[src/rtl/skywater_dline_pkg.sv]
// -----------------------------------------------------------------------------
// skywater_dline_pkg
// Shared types and helpers for the NAND-stage delay-line controller.
//   op_e    : per-channel update opcode (hold / inc / dec / load)
//   state_e : per-channel handshake FSM state (IDLE, SETTLE, ACK)
//   thermo  : code -> thermometer stage-enable encoder
// -----------------------------------------------------------------------------
`timescale 1ps/1ps

package skywater_dline_pkg;

  typedef enum logic [1:0] {
    OP_HOLD = 2'b00,
    OP_INC  = 2'b01,
    OP_DEC  = 2'b10,
    OP_LOAD = 2'b11
  } op_e;

  typedef enum logic [1:0] {
    IDLE   = 2'd0,
    SETTLE = 2'd1,
    ACK    = 2'd2
  } state_e;

  // Widest chain the encoder supports; callers truncate to their stage count.
  localparam int unsigned THERMO_MAX = 64;

  // Bit i of the result is set iff i < n.
  function automatic logic [THERMO_MAX-1:0] thermo(input int unsigned n);
    logic [THERMO_MAX-1:0] one;
    one = {{(THERMO_MAX-1){1'b0}}, 1'b1};
    if (n >= THERMO_MAX) return '1;
    return (one << n) - one;
  endfunction

endpackage

[src/rtl/skywater_dline_ch.sv]
// -----------------------------------------------------------------------------
// skywater_dline_ch
// One delay-line channel: four-phase update handshake FSM, saturating code
// register, thermometer stage enables and a behavioural din->dout chain model.
//
// Ports:
//   clk, rstb       control clock, asynchronous active-low reset
//   req             four-phase update request
//   op, load_code   opcode and absolute code, sampled only on the IDLE req edge
//   ack             update acknowledge (SETTLE_CYC cycles after the sample edge)
//   code, en        current code and its thermometer stage enables
//   sat             last accepted update was clipped/saturated
//   din, dout       signal into / out of the modelled NAND chain
//   VDD, VSS        supply pins, present only with SKYWATER_DLINE_SUPPLY_CHK_EN
//
// Optional feature macro: SKYWATER_DLINE_SUPPLY_CHK_EN
// -----------------------------------------------------------------------------
`timescale 1ps/1ps

module skywater_dline_ch
  import skywater_dline_pkg::*;
#(
  parameter int NUM_STAGES = 16,
  parameter int CODE_W     = 5,
  parameter int SETTLE_CYC = 3,
  parameter int RST_CODE   = 8,
  parameter int DELAY      = 20
) (
  input  logic                  clk,
  input  logic                  rstb,
  input  logic                  req,
  input  logic [1:0]            op,
  input  logic [CODE_W-1:0]     load_code,
  output logic                  ack,
  output logic [CODE_W-1:0]     code,
  output logic [NUM_STAGES-1:0] en,
  output logic                  sat,
  input  logic                  din,
  output logic                  dout
`ifdef SKYWATER_DLINE_SUPPLY_CHK_EN
  ,
  inout  wire                   VDD,
  inout  wire                   VSS
`endif
);

  localparam int CNT_W = (SETTLE_CYC > 1) ? $clog2(SETTLE_CYC) : 1;
  localparam logic [CODE_W-1:0] MAX_CODE  = CODE_W'(NUM_STAGES);
  localparam logic [CODE_W-1:0] RST_VAL   = CODE_W'(RST_CODE);
  localparam logic [CNT_W-1:0]  CNT_LOAD  = CNT_W'(SETTLE_CYC - 1);

  state_e             r_state, w_state_nxt;
  logic [CODE_W-1:0]  r_code,  w_code_nxt;
  logic               r_sat,   w_sat_nxt;
  logic               r_ack,   w_ack_nxt;
  logic [CNT_W-1:0]   r_cnt,   w_cnt_nxt;
  logic               r_dline;

  always_ff @(posedge clk or negedge rstb) begin
    if (!rstb) begin
      r_state <= IDLE;
      r_code  <= RST_VAL;
      r_sat   <= 1'b0;
      r_ack   <= 1'b0;
      r_cnt   <= '0;
    end else begin
      // NOTE: non-blocking assignments here so every register samples the
      // pre-edge values computed by the combinational block, in any order.
      r_state <= w_state_nxt;
      r_code  <= w_code_nxt;
      r_sat   <= w_sat_nxt;
      r_ack   <= w_ack_nxt;
      r_cnt   <= w_cnt_nxt;
    end
  end

  always_comb begin
    // NOTE: every output of this block is defaulted first so no path can
    // leave one unassigned and infer a latch.
    w_state_nxt = r_state;
    w_code_nxt  = r_code;
    w_sat_nxt   = r_sat;
    w_ack_nxt   = r_ack;
    w_cnt_nxt   = r_cnt;

    unique case (r_state)
      IDLE: begin
        if (req) begin
          w_state_nxt = SETTLE;
          w_cnt_nxt   = CNT_LOAD;
          w_sat_nxt   = 1'b0;
          case (op_e'(op))
            OP_HOLD: ;
            OP_INC: begin
              if (r_code < MAX_CODE) w_code_nxt = r_code + 1'b1;
              else                   w_sat_nxt  = 1'b1;
            end
            OP_DEC: begin
              if (r_code != '0) w_code_nxt = r_code - 1'b1;
              else              w_sat_nxt  = 1'b1;
            end
            OP_LOAD: begin
              if (load_code > MAX_CODE) begin
                w_code_nxt = MAX_CODE;
                w_sat_nxt  = 1'b1;
              end else begin
                w_code_nxt = load_code;
              end
            end
          endcase
        end
      end
      SETTLE: begin
        // Counter was loaded with SETTLE_CYC-1, so ack rises SETTLE_CYC
        // edges after the request sample edge.
        if (r_cnt == '0) begin
          w_state_nxt = ACK;
          w_ack_nxt   = 1'b1;
        end else begin
          w_cnt_nxt = r_cnt - 1'b1;
        end
      end
      ACK: begin
        // Leaving only on req low forces a low phase between updates.
        if (!req) begin
          w_state_nxt = IDLE;
          w_ack_nxt   = 1'b0;
        end
      end
      default: begin
        w_state_nxt = IDLE;
        w_ack_nxt   = 1'b0;
      end
    endcase
  end

  assign code = r_code;
  assign sat  = r_sat;
  assign ack  = r_ack;
  assign en   = NUM_STAGES'(thermo(32'(r_code)));

  // Behavioural model of the analog chain (simulation only): transport delay
  // of the always-on entry NAND plus one gate delay per enabled stage.
  always @(din) begin
    r_dline <= #((int'(r_code) + 1) * DELAY) din;
  end

`ifdef SKYWATER_DLINE_SUPPLY_CHK_EN
  assign dout = VSS ? 1'bx : (!VDD ? 1'b0 : r_dline);
`else
  assign dout = r_dline;
`endif

endmodule

[src/rtl/skywater_nand_dline_ctrl.sv]
// -----------------------------------------------------------------------------
// skywater_nand_dline_ctrl
// Multi-channel, supply-aware controller and behavioural model for NAND-stage
// delay lines. Channel ch owns slice ch of every flattened bus.
//
// Ports:
//   clk, rstb   control clock, asynchronous active-low reset
//   req[ch]     per-channel four-phase update request
//   op          2 bits/channel: 00 hold, 01 inc, 10 dec, 11 load
//   load_code   CODE_W bits/channel absolute code for load
//   ack[ch]     per-channel update acknowledge
//   code        CODE_W bits/channel current code
//   en          NUM_STAGES bits/channel thermometer stage enables
//   sat[ch]     per-channel clipped/saturated flag
//   din, dout   per-channel delay-line input and delayed output
//   VDD, VSS    supply pins, present only with SKYWATER_DLINE_SUPPLY_CHK_EN
//
// Optional feature macro: SKYWATER_DLINE_SUPPLY_CHK_EN
// -----------------------------------------------------------------------------
`timescale 1ps/1ps

module skywater_nand_dline_ctrl #(
  parameter int NUM_CH     = 2,
  parameter int NUM_STAGES = 16,
  parameter int CODE_W     = 5,
  parameter int SETTLE_CYC = 3,
  parameter int RST_CODE   = 8,
  parameter int DELAY      = 20
) (
  input  logic                         clk,
  input  logic                         rstb,
  input  logic [NUM_CH-1:0]            req,
  input  logic [2*NUM_CH-1:0]          op,
  input  logic [CODE_W*NUM_CH-1:0]     load_code,
  output logic [NUM_CH-1:0]            ack,
  output logic [CODE_W*NUM_CH-1:0]     code,
  output logic [NUM_STAGES*NUM_CH-1:0] en,
  output logic [NUM_CH-1:0]            sat,
  input  logic [NUM_CH-1:0]            din,
  output logic [NUM_CH-1:0]            dout
`ifdef SKYWATER_DLINE_SUPPLY_CHK_EN
  ,
  inout  wire                          VDD,
  inout  wire                          VSS
`endif
);

  for (genvar g = 0; g < NUM_CH; g++) begin : g_ch
    skywater_dline_ch #(
      .NUM_STAGES (NUM_STAGES),
      .CODE_W     (CODE_W),
      .SETTLE_CYC (SETTLE_CYC),
      .RST_CODE   (RST_CODE),
      .DELAY      (DELAY)
    ) u_ch (
      .clk       (clk),
      .rstb      (rstb),
      .req       (req[g]),
      .op        (op[2*g +: 2]),
      .load_code (load_code[CODE_W*g +: CODE_W]),
      .ack       (ack[g]),
      .code      (code[CODE_W*g +: CODE_W]),
      .en        (en[NUM_STAGES*g +: NUM_STAGES]),
      .sat       (sat[g]),
      .din       (din[g]),
      .dout      (dout[g])
`ifdef SKYWATER_DLINE_SUPPLY_CHK_EN
      ,
      .VDD       (VDD),
      .VSS       (VSS)
`endif
    );
  end

endmodule

[config.mk]
export PLATFORM = sky130hd
export DESIGN_NAME = skywater_nand_dline_ctrl
export DESIGN_NICKNAME = d
export VERILOG_FILES = /design/src/rtl/skywater_dline_pkg.sv /design/src/rtl/skywater_dline_ch.sv /design/src/rtl/skywater_nand_dline_ctrl.sv
export SDC_FILE = /design/constraint.sdc
export NUM_CORES = 1
export LEC_CHECK = 0
export BUFFER_PORTS_ARGS = -buffer_cell sky130_fd_sc_hd__buf_2
export CORE_MARGIN = 10
export CORE_UTILIZATION = 35
export CTS_CLUSTER_DIAMETER = 30
export DETAILED_ROUTE_END_ITERATION = 8
export PLACE_DENSITY = 0.57
export SLEW_MARGIN = 10
export SYNTH_ARGS = -nofsm -noshare
export SYNTH_HDL_FRONTEND = slang
export SYNTH_HIERARCHICAL = 1
export SYNTH_SLANG_ARGS = --single-unit --ignore-timing --ignore-initial --compat-mode --unroll-limit 50000
[constraint.sdc]
create_clock -name clk -period 5.8 [get_ports clk]
set_clock_uncertainty 0.1 [all_clocks]
set_input_delay 0 -clock clk [delete_from_list [all_inputs] [get_ports clk]]
set_output_delay 0 -clock clk [all_outputs]
set_load 0.01 [all_outputs]
* Word level (Yosys, flattened, before mapping)
Index checks and enable logic that the tools add are counted.
** Word-level totals
- Register bits after elaboration :: 22
- Bits of input ports :: 20
- Output and inout port bits :: 48
- Logic and storage cells :: 104
** Cells by class
- Add/sub/neg operators :: 8
- Order comparisons :: 4
- Equality and inequality tests :: 22
- Shift operators :: 2
- Mux-type cells :: 36
- Bitwise logic cells :: 2
- Reduce and logical (&&, ||, !) cells :: 20
** Operator list (number)
- $shl 1x5->16 const A :: 2
- $sub 16x1->16 const B :: 2
- $mux 5 :: 6
- $pmux 5 s3 :: 2
- $mux 2 :: 10
- $reduce_and 3->1 :: 6
- $eq 2x2->1 const B :: 6
- $ne 2x1->1 const B :: 6
- $ne 2x2->1 const B :: 6
- $pmux 1 s3 :: 4
- $pmux 2 s3 :: 2
- $add 5x1->5 const B :: 2
- $gt 5x5->1 const B :: 2
- $lt 5x5->1 const B :: 2
- $mux 1 :: 10
- $reduce_and 5->1 :: 2
- $reduce_bool 5->1 :: 2
- $sub 5x1->5 const B :: 2
- $eq 2x1->1 const B :: 4
- $logic_not 2->1 :: 4
- $pmux 2 s2 :: 2
- $reduce_bool 3->1 :: 2
- $reduce_and 2->1 :: 2
- $reduce_bool 2->1 :: 2
- other kinds (2) :: 4

* Logic depth before layout (Yosys ltp)
- Word-level depth :: 3
- Mapped depth :: 9
- Gate-level depth less buffers :: 8

* By module
Netlist, hierarchy kept.
** Modules (own cells, without submodules)
- skywater_dline_ch (g_ch[0].u_ch) :: instances 1, cells an instance 136, area an instance 1044.8 um2, seq. area each 276.5 um2
- skywater_dline_ch (g_ch[1].u_ch) :: instances 1, cells an instance 135, area an instance 1034.7 um2, seq. area each 276.5 um2

* Least setup slack after synthesis
Ideal clock, no wire load.
- Kind :: flip-flop to output port
- From :: reg g_ch[1].u_ch.r_code[4]
- To :: out en[26]
- Arrival time :: 2.134 ns
- Data required time :: 5.700 ns
- Slack :: 3.566 ns
- Cell stages (with the launch flop) :: 9
- Path buffers :: 0
- Cell sequence :: dfrtp_1 -> nor3_4 -> inv_1 -> or3_1 -> ha_1 -> nor3_1 -> a22o_1 -> a22oi_1 -> o21ai_0
** On the way
- Word-level cells in the longest chain between the ends :: 2
** RTL lines
- from (decl) :: RTL line skywater_dline_ch.sv:53 : logic [CODE_W-1:0] r_code, w_code_nxt;
- from (signal assigned) :: RTL line skywater_dline_ch.sv:70 : r_code <= w_code_nxt;
- $shl 1x5->16 :: RTL line skywater_dline_pkg.sv:33 : return (one << n) - one;
- $sub 16x1->16 :: RTL line skywater_dline_pkg.sv:33
- to (decl) :: RTL line skywater_nand_dline_ctrl.sv:37 : output logic [NUM_STAGES*NUM_CH-1:0] en,
Every way passes these cells.

* Final worst setup path
- From :: reg g_ch[1].u_ch.r_code[4]
- To :: out en[28]
Same word-level chain as after synthesis.

==> results.sh <==
export IMPL_fin_crit_ps=2922
export IMPL_num_rows=28
export IMPL_yosys_top_cells_count="a21oi_1 (29), o21ai_0 (27), nand2_1 (26)"
export IMPL_post_synth_top_count_cell="a21oi_1"
export IMPL_syn_nets=303
export IMPL_first_iter_violations=92
export IMPL_ys_warn_count=6
export IMPL_worstSkewPairLatency_ps=260
export IMPL_cp_required_ps=5700
export IMPL_syn_avg_cell_area_um2=7.673
export IMPL_holdPathEnd="g_ch[0].u_ch/sat"
export IMPL_fp_dieH_um=97.08
export IMPL_p_leak_nw=1.150
export IMPL_pre_cts_ws_ps=3167
export IMPL_fin_hold_ws_ps=39.54
export IMPL_synth_async_reset_ratio=1.000
export IMPL_ys_flop_type="dfrtp_1"
export IMPL_met3_usage=0.03129
export IMPL_yosysTopAreaCell="dfrtp_1"
export IMPL_setup_viol=0
export IMPL_grt_pass1_wl_um=9273
export IMPL_relSlewSlack=0.5838
export IMPL_finish_utilization=0.4373
export IMPL_avgRoutedWirePerCell_um=13.57
export IMPL_grt_antenna_before_repair=0
export IMPL_min_period_over_period=0.5038
export IMPL_synth_seq_cells=22
export IMPL_netlist_instances=271
export IMPL_start_util=0.3554
export IMPL_fin_ws_ps=2878
export IMPL_synth_seq_area_share=0.2659
export IMPL_finalNetCount=362
export IMPL_crit_fanout=16
export IMPL_clk_pin_slew_ps=90
export IMPL_firstDrtPassIters=4
export IMPL_drcViolationCount=0
export IMPL_worst_slew_pin_slew_ps=624.3
export IMPL_cts_htree_levels=1
export IMPL_grt_start_max_net_pins=23
export IMPL_hold_depth=3
export IMPL_post_cts_resized=0
export IMPL_area_growth_syn_to_layout_pct=23.04
export IMPL_grt_use_met1=0.1466
export IMPL_synth_edf_count=0
export IMPL_vias=2072
export IMPL_final_max_slew_viol_count=0
export IMPL_drt_total_wl_um=5482
export IMPL_portBuffers=63
export IMPL_coreArea_um2=5851
export IMPL_hold_viol_final=0
export IMPL_ant_nets=0
export IMPL_syn_area_um2=2079
export IMPL_grtUsageMet2=0.1749
export IMPL_globalplace_congestion=0.8070
export IMPL_drt_vias_per_instance=5.129
export IMPL_synthTopCellsByArea="dfrtp_1 (24%), a21oi_1 (7.0%), o21ai_0 (6.5%), ha_1 (6.0%), nand2_1 (4.7%)"
export IMPL_vdd_drop_max_v=0.0002034
export IMPL_ff2ff_path_depth=6
export IMPL_die_w_um=97.08
export IMPL_crit_type="reg2out"
export IMPL_cts_sinks=22
export IMPL_timing_rr_start="g_ch[1].u_ch/code[0]"
export IMPL_setup_tns_ps=0
export IMPL_grt_busiest_layer="met2"
export IMPL_synth_distinct_cells=51
export IMPL_io_pins=68
export IMPL_grt_ovfl_total=0
export IMPL_dpl_hpwl_um=4287
export IMPL_p_per_area_nw_per_um2=540.2
export IMPL_status="complete, no violations"
export IMPL_fill_cells=598
export IMPL_cp_start_kind="flip-flop"
export IMPL_r2r_end="g_ch[1].u_ch/code[4]"
export IMPL_rsz0062_at_grt="no"
export IMPL_fmax_mhz=342.2
export IMPL_reg2reg_slack_ps=3570
export IMPL_regArea_um2=553.0
export IMPL_hp_class="in2reg"
export IMPL_max_cap_viol_count=0
export IMPL_cts_made_buffers=3
export IMPL_crit_arrival_ps=2820
export IMPL_cts_path_max_buffers=2
export IMPL_multi_input_area_um2=1348
export IMPL_diodes=0
export IMPL_dieArea_um2=9425
export IMPL_grt_pass1_vias=1931
export IMPL_grt_usage=0.1113
export IMPL_cts_tree="done"
export IMPL_min_delay_start="op[0]"
export IMPL_end_kind="output port"
export IMPL_synth_top_area_frac=0.2407
export IMPL_cts_root_buffer="clkbuf_8"
export IMPL_drive_above_1_share=0.2492
==> cell families (layout without fill, tap and decap cells) <==
group,after synthesis,count (layout),share of synthesized area
and+or+nand+nor,98,98,0.2551
AOI/OAI and AO/OA,88,88,0.2617
buffers and inverters,40,98,0.08604
DFF,22,22,0.2659
adders and majority gates,12,12,0.07942
xor gates and xnor gates,6,6,0.02527
muxes,5,5,0.02647
==> what timing repair did <==
action	4_1_cts	5_1_grt
hold buffers	9	0
endpoints found under the hold margin	33	0
setup buffers	0	0
==> power breakdown <==
part	leakage (nW)	internal [mW]	total [mW]	switching, mW
Combinational	0.857	0.378	0.825	0.448
Clock	0.0357	0.0921	0.144	0.0517
Sequential	0.257	0.232	0.413	0.181
Total	1.15	0.702	1.38	0.681
==> worst max-delay path by stage <==
| stage | endpoint | from | cells past startpoint |
|---|---|---|---|
| global route | en[28] | g_ch[1].u_ch/code[4] | 9 |
| CTS | en[28] | g_ch[1].u_ch/code[4] | 9 |
| global placement | en[26] | g_ch[1].u_ch/code[4] | 9 |
| detailed placement | en[28] | g_ch[1].u_ch/code[4] | 9 |
| floorplan | en[26] | g_ch[1].u_ch/code[4] | 8 |
| finish | en[28] | g_ch[1].u_ch/code[4] | 9 |
==> final cells by class <==
type                            count  share of cell area
Tap cell                           75             0.03667
Timing Repair Buffer               72              0.1584
Inverter                           22             0.03423
Sequential cell                    22              0.2161
Clock buffer                        3             0.01614
Clock inverter                      1             0.01174
Multi-Input combinational cell    209              0.5267
==> flip-flops by register name, indices dropped and copies added (netlist names) <==
| signal | cells |
|---|---|
| g_ch.u_ch/ack | 2 |
| g_ch.u_ch/r_cnt | 4 |
| g_ch.u_ch/r_state | 4 |
| g_ch.u_ch/sat | 2 |
| g_ch.u_ch/code | 10 |
==> per-layer routing <==
layer | vias up | share of wire
met1 | 961 | 0.47
met4 | 0 | 0.0095
met2 | 42 | 0.46
met3 | 4 | 0.056
met5 | - | 0
li1 | 1065 | -
==> cell usage in the layout, fill, tap and decap left out, types with 2 or more instances in the layout <==
master         count
dfstp_2            2
nor2_1            23
dfrtp_1           20
nand2b_1           9
a22o_1             3
nor3b_1            7
nor3_1             8
mux2i_1            4
inv_1             20
o22ai_1            6
o21ai_0           27
inv_4              2
a31oi_1            4
a21o_1             4
nand3_1            6
a21oi_1           29
clkbuf_8           3
fa_1               2
nor2b_1            3
nor2_4             2
ha_1              10
xnor2_1            5
dlygate4sd3_1      9
buf_2             63
nand3b_1           3
nand2_1           26
o31ai_1            3
nor4_1             3
==> worst max-delay path: stages (launching register included) <==
cell	delay [ps]
dfrtp_1	560
nor3_4	290
inv_1	70
or3_1	320
ha_1	370
nor3_1	400
nor2b_1	190
a31oi_1	50
o21ai_0	150
buf_2	160
==> per-stage QoR <==
stage | total power [mW] | std cells | area, µm²
after CTS | 1.401 | 404 | 2559
after floorplan | 0.9843 | 271 | 2079
after global routing | 1.528 | 404 | 2559
after detailed placement | 1.248 | 391 | 2397
final | 1.382 | 404 | 2559
after global placement | 1.239 | 391 | 2397
(Power assumes the default switching activity.)
